<file path="config.mk">
export PLATFORM = sky130hd
export DESIGN_NAME = cmd_uart_wrapper
export DESIGN_NICKNAME = d
export VERILOG_FILES = /design/src/rtl/cmd_pkg.sv /design/src/rtl/cmd_timeout_cnt.sv /design/src/rtl/cmd_uart_wrapper.sv
export SDC_FILE = /design/constraint.sdc
export NUM_CORES = 1
export LEC_CHECK = 0
export CORE_UTILIZATION = 45
export CTS_BUF_LIST = sky130_fd_sc_hd__clkbuf_4 sky130_fd_sc_hd__clkbuf_8 sky130_fd_sc_hd__clkbuf_16
export DETAILED_ROUTE_END_ITERATION = 6
export GPL_TIMING_DRIVEN = 0
export PLACE_DENSITY_LB_ADDON = 0.2
export SYNTH_ARGS = -nofsm -noshare
export SYNTH_HDL_FRONTEND = slang
export SYNTH_SLANG_ARGS = --single-unit
export TNS_END_PERCENT = 50
</file>
<file path="constraint.sdc">
create_clock -name clk -period 6.5 [get_ports clk]
set_input_delay 0.975 -clock clk [delete_from_list [all_inputs] [get_ports clk]]
set_output_delay 0.975 -clock clk [all_outputs]
set_load 0.05 [all_outputs]
</file>
<file path="src/rtl/cmd_pkg.sv">
// Shared types and widths for the UART command wrapper.
package cmd_pkg;

  localparam int unsigned CMD_W = 16;

  typedef enum logic [1:0] {
    WAIT_HI,
    WAIT_LO,
    CMD_HOLD
  } rx_state_t;

  typedef enum logic {
    TX_IDLE,
    TX_BUSY
  } tx_state_t;

endpackage

</file>
<file path="src/rtl/cmd_timeout_cnt.sv">
// Inter-byte timeout counter: counts enabled cycles, pulses expired on the last one and wraps to 0.
module cmd_timeout_cnt #(
  parameter int unsigned       TO_W      = 20,
  parameter logic [TO_W-1:0]   TO_CYCLES = 20'hF_FFFF
) (
  input  logic clk,
  input  logic rst,
  input  logic clr,
  input  logic en,
  output logic expired
);

  localparam logic [TO_W-1:0] LastCnt = TO_CYCLES - 1'b1;

  logic [TO_W-1:0] cnt_q, cnt_d;

  assign expired = en && (cnt_q == LastCnt);

  always_comb begin
    cnt_d = cnt_q;
    if (clr || expired) begin
      cnt_d = '0;
    end else if (en) begin
      cnt_d = cnt_q + 1'b1;
    end
  end

  always_ff @(posedge clk) begin
    if (rst) begin
      cnt_q <= '0;
    end else begin
      cnt_q <= cnt_d;
    end
  end

endmodule

</file>
<file path="src/rtl/cmd_uart_wrapper.sv">
// Assembles two UART bytes into a 16-bit command (high byte first) and forwards
// 8-bit responses to the UART transmitter, with an inter-byte timeout on reception.
module cmd_uart_wrapper
  import cmd_pkg::*;
#(
  parameter int unsigned     TO_W      = 20,
  parameter logic [TO_W-1:0] TO_CYCLES = 20'hF_FFFF
) (
  input  logic             clk,
  input  logic             rst,
  input  logic             rx_rdy,
  input  logic [7:0]       rx_data,
  output logic             clr_rx_rdy,
  output logic [CMD_W-1:0] cmd,
  output logic             cmd_rdy,
  input  logic             clr_cmd_rdy,
  input  logic [7:0]       resp,
  input  logic             send_resp,
  output logic             tx_trmt,
  output logic [7:0]       tx_data,
  input  logic             tx_done,
  output logic             resp_sent,
  output logic             frame_err
);

  rx_state_t        rx_state_q, rx_state_d;
  tx_state_t        tx_state_q, tx_state_d;
  logic [CMD_W-1:0] cmd_q, cmd_d;
  logic [7:0]       tx_data_q, tx_data_d;
  logic             tx_trmt_q, tx_trmt_d;
  logic             resp_sent_q, resp_sent_d;
  logic             to_clr, to_en, to_expired;

  cmd_timeout_cnt #(
    .TO_W      (TO_W),
    .TO_CYCLES (TO_CYCLES)
  ) u_timeout (
    .clk     (clk),
    .rst     (rst),
    .clr     (to_clr),
    .en      (to_en),
    .expired (to_expired)
  );

  always_comb begin
    rx_state_d = rx_state_q;
    cmd_d      = cmd_q;
    clr_rx_rdy = 1'b0;
    frame_err  = 1'b0;
    to_clr     = 1'b0;
    to_en      = 1'b0;
    unique case (rx_state_q)
      WAIT_HI: begin
        if (rx_rdy) begin
          cmd_d[15:8] = rx_data;
          clr_rx_rdy  = 1'b1;
          to_clr      = 1'b1;
          rx_state_d  = WAIT_LO;
        end
      end
      WAIT_LO: begin
        // A byte arriving on the expiry cycle still completes the command.
        if (rx_rdy) begin
          cmd_d[7:0] = rx_data;
          clr_rx_rdy = 1'b1;
          rx_state_d = CMD_HOLD;
        end else begin
          to_en = 1'b1;
          if (to_expired) begin
            frame_err  = 1'b1;
            rx_state_d = WAIT_HI;
          end
        end
      end
      CMD_HOLD: begin
        // Pending bytes stay in the receiver until the consumer releases cmd.
        if (clr_cmd_rdy) begin
          rx_state_d = WAIT_HI;
        end
      end
      default: rx_state_d = WAIT_HI;
    endcase
    if (rst) begin
      clr_rx_rdy = 1'b0;
      frame_err  = 1'b0;
    end
  end

  always_comb begin
    tx_state_d  = tx_state_q;
    tx_data_d   = tx_data_q;
    tx_trmt_d   = 1'b0;
    resp_sent_d = 1'b0;
    unique case (tx_state_q)
      TX_IDLE: begin
        if (send_resp) begin
          tx_data_d  = resp;
          tx_trmt_d  = 1'b1;
          tx_state_d = TX_BUSY;
        end
      end
      TX_BUSY: begin
        if (tx_done) begin
          resp_sent_d = 1'b1;
          tx_state_d  = TX_IDLE;
        end
      end
      default: tx_state_d = TX_IDLE;
    endcase
  end

  always_ff @(posedge clk) begin
    if (rst) begin
      rx_state_q  <= WAIT_HI;
      tx_state_q  <= TX_IDLE;
      cmd_q       <= '0;
      tx_data_q   <= '0;
      tx_trmt_q   <= 1'b0;
      resp_sent_q <= 1'b0;
    end else begin
      rx_state_q  <= rx_state_d;
      tx_state_q  <= tx_state_d;
      cmd_q       <= cmd_d;
      tx_data_q   <= tx_data_d;
      tx_trmt_q   <= tx_trmt_d;
      resp_sent_q <= resp_sent_d;
    end
  end

  assign cmd       = cmd_q;
  assign cmd_rdy   = (rx_state_q == CMD_HOLD);
  assign tx_data   = tx_data_q;
  assign tx_trmt   = tx_trmt_q;
  assign resp_sent = resp_sent_q;

endmodule
</file>
==> results.json <==
{
  "crit_fanout": 10,
  "ios": 51,
  "status": "complete, no violations",
  "via_per_inst": 5.17,
  "start_util_pct": 47.0,
  "final_antenna_net_count": 0,
  "cap_viol_max_count": 0,
  "syn_area_per_cell_um2": 8.81,
  "setup_viol_count_final": 0,
  "critPathCaptureType": "output pin",
  "die-height_um": 69.7,
  "grt_pass1_wl_um": 7560,
  "crit_arrival_ns": 3.33,
  "final_cell_count_no_fill": 344,
  "ff2ff_path_depth": 6,
  "drv_slew": 0,
  "dp_slack_ns": 2.23,
  "fin_skew_ns": 0.00796,
  "maxSlewHeadroom_pct": 35.5,
  "setup_slack_ns": 2.20,
  "clkSinkCount": 49,
  "multi_input_area_um2": 1010,
  "drive_gt1_share_pct": 4.11,
  "hold_viol_final": 0,
  "crit_required_ns": 5.52,
  "syn_area_um2": 2060,
  "hp-class": "reg -> reg",
  "clk_pin_slew_ns": 0.09,
  "synthCells": 234,
  "timing.rr.end": "u_timeout.cnt_q[7]$_SDFFE_PP0P_",
  "synth_area_leaders": "dfxtp_1 48%, mux2i_1 7.8%, nand2_1 5.1%, xnor2_1 4.3%, nor2_1 4.0%",
  "cts_setup_buffers": 0,
  "fin_crit_ns": 4.30,
  "antennaDiodeCount": 0,
  "cts_tree": "yes",
  "postRouteWirelength_um": 4390,
  "start_kind": "input port",
  "h-tree-depth": 2,
  "cts_buffers": 5,
  "drt_iter0_drc": 77,
  "port_buffers": 50,
  "ys_types": 32,
  "dp_hpwl_um": 3060,
  "cpMostUsedCell": "clkdlybuf4s50_1",
  "cp_slowest_stage_delay_ns": 0.86,
  "final_nets": 315,
  "core_area_um2": 4380,
  "post-route-drc-count": 0,
  "cts.repair.resized": 0,
  "tightest_slew_ns": 0.961,
  "synth-seq-cells": 49,
  "critPathSlowestCell": "clkdlybuf4s50_1",
  "yosys_warnings": 0,
  "hp-start": "tx_data[7]$_SDFFE_PP0P_",
  "yosysSeqAreaShare_pct": 47.6,
  "clock-root-buffer": "clkbuf_8",
  "hold_path_end": "tx_data[7]$_SDFFE_PP0P_",
  "grt_max_degree": 17,
  "r2r_slack_ns": 3.92,
  "reg2reg_from": "rx_state_q[1]$_SDFFE_PP0P_",
  "die_area_um2": 4850,
  "place_inst": 336,
  "globalplace.congestion": 0.799,
  "rows": 24,
  "insertion_delay_ns": 0.31,
  "dr.pass1.iters": 5,
  "fmax_ghz": 0.232,
  "wire_per_inst_um": 12.8,
  "synth_nets": 258,
  "grt_pass1_vias": 1673,
  "antenna_found_initial": 0,
  "cts_hold_buf": 0,
  "rsz0062_at_grt": "false",
  "power_density_nw_per_um2": 220,
  "yosys.area.top_type": "dfxtp_1",
  "synth_top_area_share_pct": 47.6,
  "power_leakage_nw": 0.955,
  "setup_tns_ns": 0,
  "register_area_um2": 981,
  "path_cells": "clkdlybuf4s50_1 -> or3b_1 -> clkbuf_1 -> nor4_1 -> clkdlybuf4s50_1",
  "worst_ir_drop_vdd_uv": 166,
  "globalRouteOverflowTotal": 0,
  "areaGrowthSynthToFinish_pct": 31.8,
  "vias": 1779,
  "die-width_um": 69.7,
  "cts.path.max_buffers": 2,
  "fillCellCount": 405,
  "holdPathStages": 2,
  "crit_type": "in -> out",
  "track_usage_pct": 19.4,
  "period_share_pct": 66.2
}
critical path: cells and delay by family:
family | cells | cell delay [ns]
buffers and inverters | 3 | 1.60
and+or+nand+nor | 2 | 0.74
per-layer routing:
metal	vias up	share of wire (%)	global-route usage, %
met5	-	0	0
met4	0	1.5	7.33
met3	6	4.9	5.38
met2	36	47	32.7
met1	808	46	23.5
li1	929	-	-
cell usage after synthesis:
master and number:
nor2_1 22, or3_1 5, a211oi_1 9, and2_1 1, buf_2 2, mux2i_1 16
clkbuf_1 12, o31ai_1 1, nor3b_1 1, or4_1 2, o21ai_0 10, nand2_1 28
or3b_1 1, inv_1 3, nand4bb_1 1, nand3b_1 2, nand2b_1 4, dfxtp_1 49
nor2b_1 3, nor4_1 4, xnor2_1 10, or3b_2 1, nand4_1 4, nor4bb_1 1
and4_1 3, nand3_1 6, ha_1 2, a21oi_1 12, and3_1 3, nor3_1 14
and3b_1 1, or2_2 1
state kept, by name, indices dropped and copies added (netlist names):
signal and count:
u_timeout.cnt_q 20, cmd 16, tx_data 8, rx_state_q 2
resp_sent 1, tx_state_q 1, tx_trmt 1
worst max path at each step:
stage,startpoint,to,depth (start not counted)
floorplan,rx_rdy,frame_err,3
global placement,rx_rdy,frame_err,5
detailed placement,rx_rdy,frame_err,5
CTS,rx_rdy,frame_err,5
global route,rx_rdy,frame_err,5
finish,rx_rdy,frame_err,5
placed cells by master (no fill, tap or decap), types with 2 or more instances in the layout:
| cell type | count |
|---|---|
| xnor2_1 | 10 |
| nor3_1 | 14 |
| mux2i_1 | 16 |
| nand3b_1 | 2 |
| nor2b_1 | 3 |
| o21ai_0 | 10 |
| nand2_1 | 28 |
| nand3_1 | 6 |
| buf_2 | 2 |
| and4_1 | 3 |
| clkbuf_1 | 12 |
| dfxtp_1 | 49 |
| clkdlybuf4s50_1 | 50 |
| or3_1 | 5 |
| clkbuf_8 | 5 |
| a21oi_1 | 12 |
| or4_1 | 2 |
| ha_1 | 2 |
| a211oi_1 | 9 |
| and3_1 | 3 |
| nand4_1 | 4 |
| inv_1 | 3 |
| nand2b_1 | 4 |
| nor2_1 | 22 |
| nor4_1 | 4 |
where the power goes:
part / internal (mW) / switching [mW]
registers: 0.310 / 0.00545
logic: 0.0393 / 0.0597
clock network: 0.0765 / 0.106
metrics by stage:
stage | hold WS [ns] | util (%) | power (mW) | cell area [µm²]
floorplan | 0.457 | - | 0.383 | 2060
global placement | 0.441 | 59.9 | 0.421 | 2630
detailed placement | 0.446 | 59.9 | 0.422 | 2630
CTS | 0.458 | 62.0 | 0.602 | 2720
global route | 0.487 | 62.0 | 0.623 | 2720
finish | 0.456 | 62.0 | 0.597 | 2720
final cells by class:
cell class / count / share of cell area, %
Buffer: 14 / 2.03
Tap cell: 52 / 2.40
Sequential cell: 49 / 36.1
Multi-Input combinational cell: 168 / 37.3
Clock inverter: 3 / 0.783
Clock buffer: 5 / 2.53
Inverter: 3 / 0.415
Timing Repair Buffer: 50 / 18.4
logic make-up (layout without fill, tap and decap cells):
family / after synthesis / in the layout / synth area share [%]
AOI/OAI and AO/OA: 32 / 32 / 8.99
xor gates and xnor gates: 10 / 10 / 4.25
adders and majority gates: 2 / 2 / 1.21
buffers and inverters: 17 / 75 / 3.22
DFF: 49 / 49 / 47.6
muxes: 16 / 16 / 7.77
and+or+nand+nor: 108 / 108 / 27.0
Power figures use the tool's default switching activity.
